[config.mk]
export PLATFORM = sky130hd
export DESIGN_NAME = ram_fifo_ctrl_flat
export DESIGN_NICKNAME = d
export VERILOG_FILES = /design/src/rtl/fifo_pkg.sv /design/src/rtl/ram_fifo_ctrl_if.sv /design/src/rtl/fifo_ptr.sv /design/src/rtl/ram_fifo_ctrl.sv /design/src/flat_wrapper.sv
export SDC_FILE = /design/constraint.sdc
export NUM_CORES = 1
export LEC_CHECK = 0
export CAP_MARGIN = 20
export CORE_UTILIZATION = 39
export DETAILED_ROUTE_END_ITERATION = 10
export PLACE_DENSITY = 0.8
export SYNTH_ARGS = -nofsm -noshare
export SYNTH_HDL_FRONTEND = slang
export SYNTH_HIERARCHICAL = 1
export SYNTH_SLANG_ARGS = --single-unit
[constraint.sdc]
create_clock -name Clk -period 3.1 [get_ports Clk]
set_clock_uncertainty 0.15 [all_clocks]
set_input_delay 0.31 -clock Clk [delete_from_list [all_inputs] [get_ports Clk]]
set_output_delay 0.31 -clock Clk [all_outputs]
set_load 0.02 [all_outputs]
[src/rtl/fifo_pkg.sv]
// Shared constants and types for the RAM-backed FIFO controller.
// Sizes match the 64x8 dual-address RAM this controller drives.
package fifo_pkg;
    localparam int DATA_W = 8;
    localparam int ADDR_W = 6;
    localparam int DEPTH  = 1 << ADDR_W;

    typedef logic [DATA_W-1:0] data_t;
    typedef logic [ADDR_W-1:0] addr_t;
    typedef logic [ADDR_W:0]   count_t;
endpackage

[src/rtl/ram_fifo_ctrl_if.sv]
// Producer/consumer valid-ready handshake bundle for the FIFO controller.
// The slave modport is the FIFO side, the master modport is the user side.
interface ram_fifo_ctrl_if #(
    parameter int DATA_W = fifo_pkg::DATA_W
);
    logic              push_valid;
    logic              push_ready;
    logic [DATA_W-1:0] push_data;
    logic              pop_valid;
    logic              pop_ready;
    logic [DATA_W-1:0] pop_data;

    modport slave (
        input  push_valid, push_data, pop_ready,
        output push_ready, pop_valid, pop_data
    );

    modport master (
        output push_valid, push_data, pop_ready,
        input  push_ready, pop_valid, pop_data
    );
endinterface

[src/rtl/fifo_ptr.sv]
// Wrapping RAM address pointer with increment and synchronous clear.
// Wraps from the top address back to 0 by natural overflow.
module fifo_ptr #(
    parameter int ADDR_W = fifo_pkg::ADDR_W
) (
    input  logic              Clk,
    input  logic              Reset,
    input  logic              clr,
    input  logic              inc,
    output logic [ADDR_W-1:0] ptr
);
    import fifo_pkg::*;

    // Pointer register: Reset and clear both return to address 0.
    always_ff @(posedge Clk) begin
        if (Reset || clr)
            ptr <= '0;
        else if (inc)
            ptr <= ptr + 1'b1;
    end
endmodule

[src/rtl/ram_fifo_ctrl.sv]
// Pointer/flow-control stage turning the external 64x8 RAM into a FIFO.
// Optional error counters are enabled by defining RAM_FIFO_ERR_CNT_EN.
module ram_fifo_ctrl #(
    parameter int DATA_W   = fifo_pkg::DATA_W,
    parameter int ADDR_W   = fifo_pkg::ADDR_W,
    parameter int AF_LEVEL = 56
) (
    input  logic              Clk,
    input  logic              Reset,
    input  logic              flush,
    ram_fifo_ctrl_if.slave    fifoIf,
    output logic [ADDR_W:0]   count,
    output logic              full,
    output logic              empty,
    output logic              almost_full,
    output logic [DATA_W-1:0] ram_write_data,
    output logic [ADDR_W-1:0] ram_write_addr,
    output logic              ram_write_en,
    output logic [ADDR_W-1:0] ram_read_addr,
    output logic              ram_read_en,
    input  logic [DATA_W-1:0] ram_read_data
`ifdef RAM_FIFO_ERR_CNT_EN
    ,
    output logic [7:0]        overflow_cnt,
    output logic [7:0]        underflow_cnt
`endif
);
    import fifo_pkg::*;

    localparam logic [ADDR_W:0] FullCnt = {1'b1, {ADDR_W{1'b0}}};
    localparam logic [ADDR_W:0] AfCnt   = AF_LEVEL[ADDR_W:0];

    logic pushFire;
    logic popFire;

    // Status decodes come only from the registered count.
    assign full        = (count == FullCnt);
    assign empty       = (count == '0);
    assign almost_full = (count >= AfCnt);

    assign fifoIf.push_ready = !full;
    assign fifoIf.pop_valid  = !empty;
    assign fifoIf.pop_data   = ram_read_data;

    assign pushFire = fifoIf.push_valid && !full && !Reset && !flush;
    assign popFire  = fifoIf.pop_ready && !empty && !Reset && !flush;

    assign ram_write_data = fifoIf.push_data;
    assign ram_write_en   = pushFire;
    assign ram_read_en    = !empty;

    fifo_ptr #(.ADDR_W(ADDR_W)) wrPtr (
        .Clk   (Clk),
        .Reset (Reset),
        .clr   (flush),
        .inc   (pushFire),
        .ptr   (ram_write_addr)
    );

    fifo_ptr #(.ADDR_W(ADDR_W)) rdPtr (
        .Clk   (Clk),
        .Reset (Reset),
        .clr   (flush),
        .inc   (popFire),
        .ptr   (ram_read_addr)
    );

    // Occupancy: push-only adds one, pop-only removes one.
    always_ff @(posedge Clk) begin
        if (Reset || flush)
            count <= '0;
        else if (pushFire && !popFire)
            count <= count + 1'b1;
        else if (popFire && !pushFire)
            count <= count - 1'b1;
    end

`ifdef RAM_FIFO_ERR_CNT_EN
    // Saturating counts of refused pushes and pops; flush keeps them.
    always_ff @(posedge Clk) begin
        if (Reset) begin
            overflow_cnt  <= '0;
            underflow_cnt <= '0;
        end else begin
            if (fifoIf.push_valid && full && overflow_cnt != 8'hFF)
                overflow_cnt <= overflow_cnt + 8'd1;
            if (fifoIf.pop_ready && empty && underflow_cnt != 8'hFF)
                underflow_cnt <= underflow_cnt + 8'd1;
        end
    end
`endif
endmodule
[src/flat_wrapper.sv]
// flat-port wrapper written by rule: the top's interface ports become plain ports
module ram_fifo_ctrl_flat import fifo_pkg::*;
#(
    parameter int DATA_W   = fifo_pkg::DATA_W,
    parameter int ADDR_W   = fifo_pkg::ADDR_W,
    parameter int AF_LEVEL = 56
)
  (Clk, Reset, flush, count, full, empty, almost_full, ram_write_data, ram_write_addr, ram_write_en, ram_read_addr, ram_read_en, ram_read_data, fifoIf_push_valid, fifoIf_push_data, fifoIf_pop_ready, fifoIf_push_ready, fifoIf_pop_valid, fifoIf_pop_data);
  ram_fifo_ctrl_if #(.DATA_W(DATA_W)) fifoIf_i ();
  input  logic Clk;
  input  logic Reset;
  input  logic flush;
  output logic [ADDR_W:0] count;
  output logic full;
  output logic empty;
  output logic almost_full;
  output logic [DATA_W-1:0] ram_write_data;
  output logic [ADDR_W-1:0] ram_write_addr;
  output logic ram_write_en;
  output logic [ADDR_W-1:0] ram_read_addr;
  output logic ram_read_en;
  input  logic [DATA_W-1:0] ram_read_data;
  input wire logic [$bits(fifoIf_i.push_valid)-1:0] fifoIf_push_valid;
  input wire logic [$bits(fifoIf_i.push_data)-1:0] fifoIf_push_data;
  input wire logic [$bits(fifoIf_i.pop_ready)-1:0] fifoIf_pop_ready;
  output wire logic [$bits(fifoIf_i.push_ready)-1:0] fifoIf_push_ready;
  output wire logic [$bits(fifoIf_i.pop_valid)-1:0] fifoIf_pop_valid;
  output wire logic [$bits(fifoIf_i.pop_data)-1:0] fifoIf_pop_data;
  assign fifoIf_i.push_valid = fifoIf_push_valid;
  assign fifoIf_i.push_data = fifoIf_push_data;
  assign fifoIf_i.pop_ready = fifoIf_pop_ready;
  assign fifoIf_push_ready = fifoIf_i.push_ready;
  assign fifoIf_pop_valid = fifoIf_i.pop_valid;
  assign fifoIf_pop_data = fifoIf_i.pop_data;
  ram_fifo_ctrl #(.DATA_W(DATA_W), .ADDR_W(ADDR_W), .AF_LEVEL(AF_LEVEL)) u_core (.Clk(Clk), .Reset(Reset), .flush(flush), .fifoIf(fifoIf_i), .count(count), .full(full), .empty(empty), .almost_full(almost_full), .ram_write_data(ram_write_data), .ram_write_addr(ram_write_addr), .ram_write_en(ram_write_en), .ram_read_addr(ram_read_addr), .ram_read_en(ram_read_en), .ram_read_data(ram_read_data));
endmodule
==> impl_metrics.ini, run 1 <==
[power]
clkPwrFrac_pct = 24.3
p_comb_share_pct = 26.2
power.leakage_nw = 0.592
power-per-cell-area_mw_per_mm2 = 350
switching_power_w = 0.000153
ir_drop_mv = 0.195
intPower_w = 0.000361
seqPwrFrac_pct = 49.5
p_sw_share_pct = 29.7

[timing]
rsz0062_at_grt = false
final_hold_viol_count = 0
fin_crit_ns = 2.84
setup_tns_ns = 0
maxSlewViolCount = 0
worst_hold_slack_ns = 0.346
finalSetupViolCount = 0
timing.slew.headroom_pct = 75.0
worst_pin_slew_ns = 0.373
fmax_mhz = 352
min_period_over_period_pct = 91.7

[clock_tree]
cts.path.max_buffers = 2
cts_setup_buffers = 0
cts-root-buf = clkbuf_4
numCtsBuffers = 3
clkTransAtPathRegs_ns = 0.11
clock-sinks = 19
cts_resized = 0
cts.hold.buffers_added = 0
insertion_delay_ns = 0.30
cts_max_level = 1
cts_tree = done

[logic_synthesis]
synth_top_family_by_area = simple AND/OR/NAND/NOR gates
netlist_area_sq_mm = 0.00122
ys_warn_count = 6
yosys.area_share.simple_pct = 22.6
yosys.area.top_type_share_pct = 31.2
ys_ff_latch = 19
synth_compound_area_share_pct = 11.7
yosysTopAreaCell = dfxtp_1
synth.distinct_cells = 37
synthesis.nets = 169
ys_seq_area_share_pct = 31.2
synth_area_leaders = dfxtp_1 (31%), buf_4 (10%), ha_1 (8.2%), nor2_1 (5.8%), xor2_1 (5.7%)
synthMuxAreaShare_pct = 4.10
synth_area_per_cell_sq_um = 8.78
yosys.area_share.xor_xnor_pct = 7.90
synthCells = 139
synth_fa_ha_area_share_pct = 9.85

[drt]
ant_nets = 0
finalWirelength_um = 2640
drt_iter0_drc = 37
wl_per_cell_um = 14.1
first_pass_iters = 7
vias = 1021
post_drt_via_cell_ratio = 5.46
drc = 4

[placed_design]
dp_hpwl_um = 2120
placed_cells_incl_taps = 183
portBuffers = 30
gp_congestion = 0.806

[worst_setup_path]
end_kind = register
start_kind = register
critical_path.max_fanout = 6
critPathArrivalTime_ns = 2.89
required_ns = 3.15
criticalPathCategory = register to register

[floorplanning]
fp.dieH_um = 57.9
start_util_pct = 42.8
ios = 63
dieArea_sq_mm = 0.00336
row_count = 19
die_w_um = 57.9
core_area_sq_mm = 0.00285

[finish]
antennaDiodeCount = 0
layout_commonest_cell = clkdlybuf4s50_1
instances_no_fill = 187
final_nets = 187
drive_above_1_share_pct = 10.3
synthToLayoutAreaGrowth_pct = 20.3
layout_common_cells = clkdlybuf4s50_1 (30), nor2_1 (19), dfxtp_1 (19)

[grt]
track_usage_pct = 16.2
antenna_found_initial = 0
first_global_vias = 933
grt_max_degree = 12
grt-ovfl-total = 0
grt_first_pass_wirelength_um = 4210

[outcome]
status = complete, but fails checks
violations = DRC

[min_path]
hp-class = register to register

[run]
maxCapViolations = 0
## per-layer routing
layer | track usage, % | wire, um | vias up
li1 | - | - | 500
met1 | 20.3 | 1160 | 477
met2 | 26.6 | 1260 | 38
met3 | 4.91 | 188 | 6
met4 | 5.44 | 35 | 0
met5 | 0 | 0 | -
## kinds of logic (layout without fill, tap and decap cells)
logic type	count (synthesis)	count (layout)
AND/OR/NAND/NOR	51	51
multiplexers	5	5
XOR/XNOR	11	11
flip-flops	19	19
AO/OA/AOI/OAI	20	20
adder cells (fa/ha/maj)	9	9
buffers and inverters	24	41
## stage by stage
step                      utilization (%)  area, sq um  power, W  worst slack (ns)
final                                51.4         1470  0.000514             0.257
after global placement               50.5         1440  0.000390             0.140
after floorplan                         -         1220  0.000376            0.0566
after detailed placement             50.5         1440  0.000395            0.0171
after CTS                            51.4         1470  0.000518             0.289
after global routing                 51.4         1470  0.000537            0.0849
## critical path, cell delays in order (launching register included)
cell and delay (ns):
dfxtp_1 0.39, nor2_1 0.18, nand4_1 0.20, and3_1 0.24, ha_1 0.25, inv_1 0.20
ha_1 0.27, a21o_1 0.19, a211oi_1 0.37, mux2i_1 0.24, nand2_1 0.06
## worst paths after layout
path                            slack [ns]                                to  cells past startpoint                             start
worst min register to register        0.35  u_core/wrPtr/ptr[5]$_SDFFE_PP0P_                      2  u_core/wrPtr/ptr[5]$_SDFFE_PP0P_
worst max register to register        0.26      u_core/count[5]$_SDFFE_PP0P_                     10      u_core/count[0]$_SDFFE_PP0P_
worst max-delay path                  0.26      u_core/count[5]$_SDFFE_PP0P_                     10      u_core/count[0]$_SDFFE_PP0P_
worst min-delay path                  0.35  u_core/wrPtr/ptr[5]$_SDFFE_PP0P_                      2  u_core/wrPtr/ptr[5]$_SDFFE_PP0P_
## registers in the layout, summed over array words and instances (netlist names)
name / flops
u_core/count: 7
u_core/wrPtr/ptr: 6
u_core/rdPtr/ptr: 6
## power groups by stage
| stage | Combinational, W | Clock (W) | Sequential [W] |
|---|---|---|---|
| 3_3_place_gp | 0.000130 | 0 | 0.000260 |
| 2_1_floorplan | 0.000112 | 0 | 0.000264 |
| 6_report | 0.000135 | 0.000125 | 0.000255 |
| 3_5_place_dp | 0.000134 | 0 | 0.000260 |
| 4_1_cts | 0.000135 | 0.000129 | 0.000255 |
| 5_1_grt | 0.000144 | 0.000137 | 0.000256 |
## synth_stat cells
master and instances:
dfxtp_1 19, nor2_1 19, buf_4 17, ha_1 8, nand2_1 8, xor2_1 8, a21oi_1 5, mux2i_1 5
inv_1 4, or3_1 4, a21o_1 3, nand4_1 3, o21ai_0 3, or2_2 3, xnor2_1 3, a211oi_1 2
clkbuf_1 2, nand4_2 2, nor3_1 2, nor3b_1 2, a211oi_2 1, a311oi_1 1, a31o_2 1, and2_1 1
and3_1 1, buf_2 1, fa_1 1, nand3_1 1, nand3b_1 1, nand4b_1 1, nor4_1 1, nor4bb_1 1
o211ai_2 1, o21ai_2 1, o22ai_1 1, o31ai_1 1, or3_4 1
## area by class of cell
type | count | area [sq um]
fillers | 279 | 1390
flip-flops and latches | 19 | 380
well taps | 31 | 38.8
repair buffers | 33 | 323
clock buffers | 4 | 26.3
multi-input cells | 96 | 684
inverters | 4 | 15.0
Note: power is estimated with default switching activity, not from simulation.
==> run 2, diff against run 1 <==
--- a/config.mk
+++ b/config.mk
@@ -6,9 +6,9 @@
 export NUM_CORES = 1
 export LEC_CHECK = 0
 export CAP_MARGIN = 20
-export CORE_UTILIZATION = 39
+export CORE_UTILIZATION = 36
 export DETAILED_ROUTE_END_ITERATION = 10
-export PLACE_DENSITY = 0.8
+export PLACE_DENSITY = 0.78
 export SYNTH_ARGS = -nofsm -noshare
 export SYNTH_HDL_FRONTEND = slang
 export SYNTH_HIERARCHICAL = 1
==> constraint.sdc (replaced) <==
create_clock -name Clk -period 2.6 [get_ports Clk]
set_clock_uncertainty 0.15 [all_clocks]
set_input_delay 0.26 -clock Clk [delete_from_list [all_inputs] [get_ports Clk]]
set_output_delay 0.26 -clock Clk [all_outputs]
set_load 0.02 [all_outputs]
==> run 2 against run 1 <==
Effect of this change:
- the flow now finishes without violations
- clock power grew 15%
- wire length is 1.1% higher
- count of clock-buffer cells in the layout stayed put
- register-to-register slack worse by 0.15 ns
- largest cell class unchanged
==> impl_metrics.ini, run 2 (synthesis gave the netlist of run 1 again) <==
[outcome]
status = completed

[timing]
maxSlewViolCount = 0
final_hold_viol_count = 0
finalSetupViolCount = 0
fin_crit_ns = 2.52
worst_pin_slew_ns = 0.315
setup_tns_ns = 0
fmax_mhz = 398
worst_hold_slack_ns = 0.351
rsz0062_at_grt = false
layout_setup_ws_ns = 0.0844
min_period_over_period_pct = 96.8
timing.slew.headroom_pct = 78.9

[grt]
antenna_found_initial = 0
track_usage_pct = 15.8
grt-ovfl-total = 0
grt_max_degree = 11
grt_first_pass_wirelength_um = 4310
first_global_vias = 981

[finish]
layout_commonest_cell = clkdlybuf4s50_1
largest-register = u_core/count
largest_register_ffs = 7
layout_common_cells = clkdlybuf4s50_1 (30), nor2_1 (18), buf_4 (14)
antennaDiodeCount = 0
final_nets = 198
fin_area_sq_mm = 0.00162
drive_above_1_share_pct = 24.0
top_regs = u_core/count x7, u_core/rdPtr/ptr x6, u_core/wrPtr/ptr x6
synthToLayoutAreaGrowth_pct = 32.8

[worst_setup_path]
required_ns = 2.64
reg2reg_depth = 10
end_kind = register
cpMaxStageDelayCell = clkdlybuf4s50_1
r2r_setup_slack_ns = 0.11
cp_slowest_stage_delay_ns = 0.44
criticalPathCategory = input port to register
critPathArrivalTime_ns = 2.56
crit_path_cell_trace = clkdlybuf4s50_1, nor2_2, and3_4, ha_4, inv_2, fa_1, a21o_1, a211oi_1, o31ai_1, and2_1
critical_path.max_fanout = 6
crit_start = flush
timing.rr.end = u_core/count[4]$_SDFFE_PP0P_
r2r-start = u_core/count[0]$_SDFFE_PP0P_
crit_end = u_core/count[4]$_SDFFE_PP0P_
start_kind = input port

[floorplanning]
dieArea_sq_mm = 0.00363
fp.dieH_um = 60.2
core_area_sq_mm = 0.00313
row_count = 20
start_util_pct = 39.0
die_w_um = 60.2
ios = 63

[power]
power-per-cell-area_mw_per_mm2 = 392
power.leakage_nw = 0.648
ir_drop_mv = 0.289

[clock_tree]
cts_tree = done
cts.path.max_buffers = 2
clock-sinks = 19
cts_max_level = 1
cts-root-buf = clkbuf_4
cts_resized = 0
cts.hold.buffers_added = 0
numCtsBuffers = 3
clkTransAtPathRegs_ns = 0.10
cts_setup_buffers = 0
insertion_delay_ns = 0.29

[drt]
vias = 1071
finalWirelength_um = 2670
post_drt_via_cell_ratio = 5.08
drc = 0
first_pass_iters = 4
ant_nets = 0
wl_per_cell_um = 12.7
drt_iter0_drc = 19

[placed_design]
gp_congestion = 0.808
placed_cell_area_sq_mm = 0.00159
place_ws_ns = -0.216
dp_hpwl_um = 2100
portBuffers = 30

[min_path]
hp-class = register to register

[run]
maxCapViolations = 0
run 2: cell types whose count changed in the layout (fill, tap and decap cells not counted), sizes merged:
cell  change
buf      +11
run 2: power breakdown:
part           leakage, nW  switching, W  internal [W]
clock network       0.0150     0.0000841     0.0000596
logic                0.476     0.0000916     0.0000961
registers            0.158    0.00000825      0.000295
total                0.648      0.000184      0.000450
run 2: metrics by stage:
stage                     power [W]  util, %  instances
final                      0.000634     51.8        211
after global routing       0.000672     51.8        211
after CTS                  0.000640     51.6        211
after detailed placement   0.000495     50.7        207
after global placement     0.000493     50.7        207
after floorplan            0.000452        -        139
run 2: layout make-up:
class | instances | area [sq um]
Tap cell | 44 | 55.1
Timing Repair Buffer | 44 | 405
Multi-Input combinational cell | 96 | 722
Inverter | 4 | 15.0
Fill cell | 298 | 1510
Clock buffer | 4 | 26.3
Sequential cell | 19 | 397
run 2: worst min-delay path by stage:
stage / startpoint / end / slack, ns / depth (start not counted)
after floorplan: Reset / u_core/count[6]$_SDFFE_PP0P_ / 0.28 / 2
after global routing: ram_read_data[7] / fifoIf_pop_data[7] / 0.37 / 0
after global placement: u_core/wrPtr/ptr[5]$_SDFFE_PP0P_ / u_core/wrPtr/ptr[5]$_SDFFE_PP0P_ / 0.32 / 2
after detailed placement: u_core/rdPtr/ptr[5]$_SDFFE_PP0P_ / u_core/rdPtr/ptr[5]$_SDFFE_PP0P_ / 0.34 / 2
after CTS: u_core/rdPtr/ptr[5]$_SDFFE_PP0P_ / u_core/rdPtr/ptr[5]$_SDFFE_PP0P_ / 0.35 / 2
final: u_core/rdPtr/ptr[5]$_SDFFE_PP0P_ / u_core/rdPtr/ptr[5]$_SDFFE_PP0P_ / 0.35 / 2
run 2: layer usage:
metal  part of all wire, %  vias to the layer above  global-route usage (%)  wire, um
met5                     0                        -                       0         0
met4                   1.5                        0                    4.65        40
met1                    45                      502                    19.9      1200
li1                      -                      529                       -         -
met2                    48                       32                    26.2      1270
met3                   5.7                        8                    3.90       153
run 2: critical path: cells and delay by family:
family,cells,cell delay (ns)
buffers and inverters,2,0.51
AND/OR/NAND/NOR,3,0.62
AO/OA/AOI/OAI,3,0.62
adder cells (fa/ha/maj),2,0.57
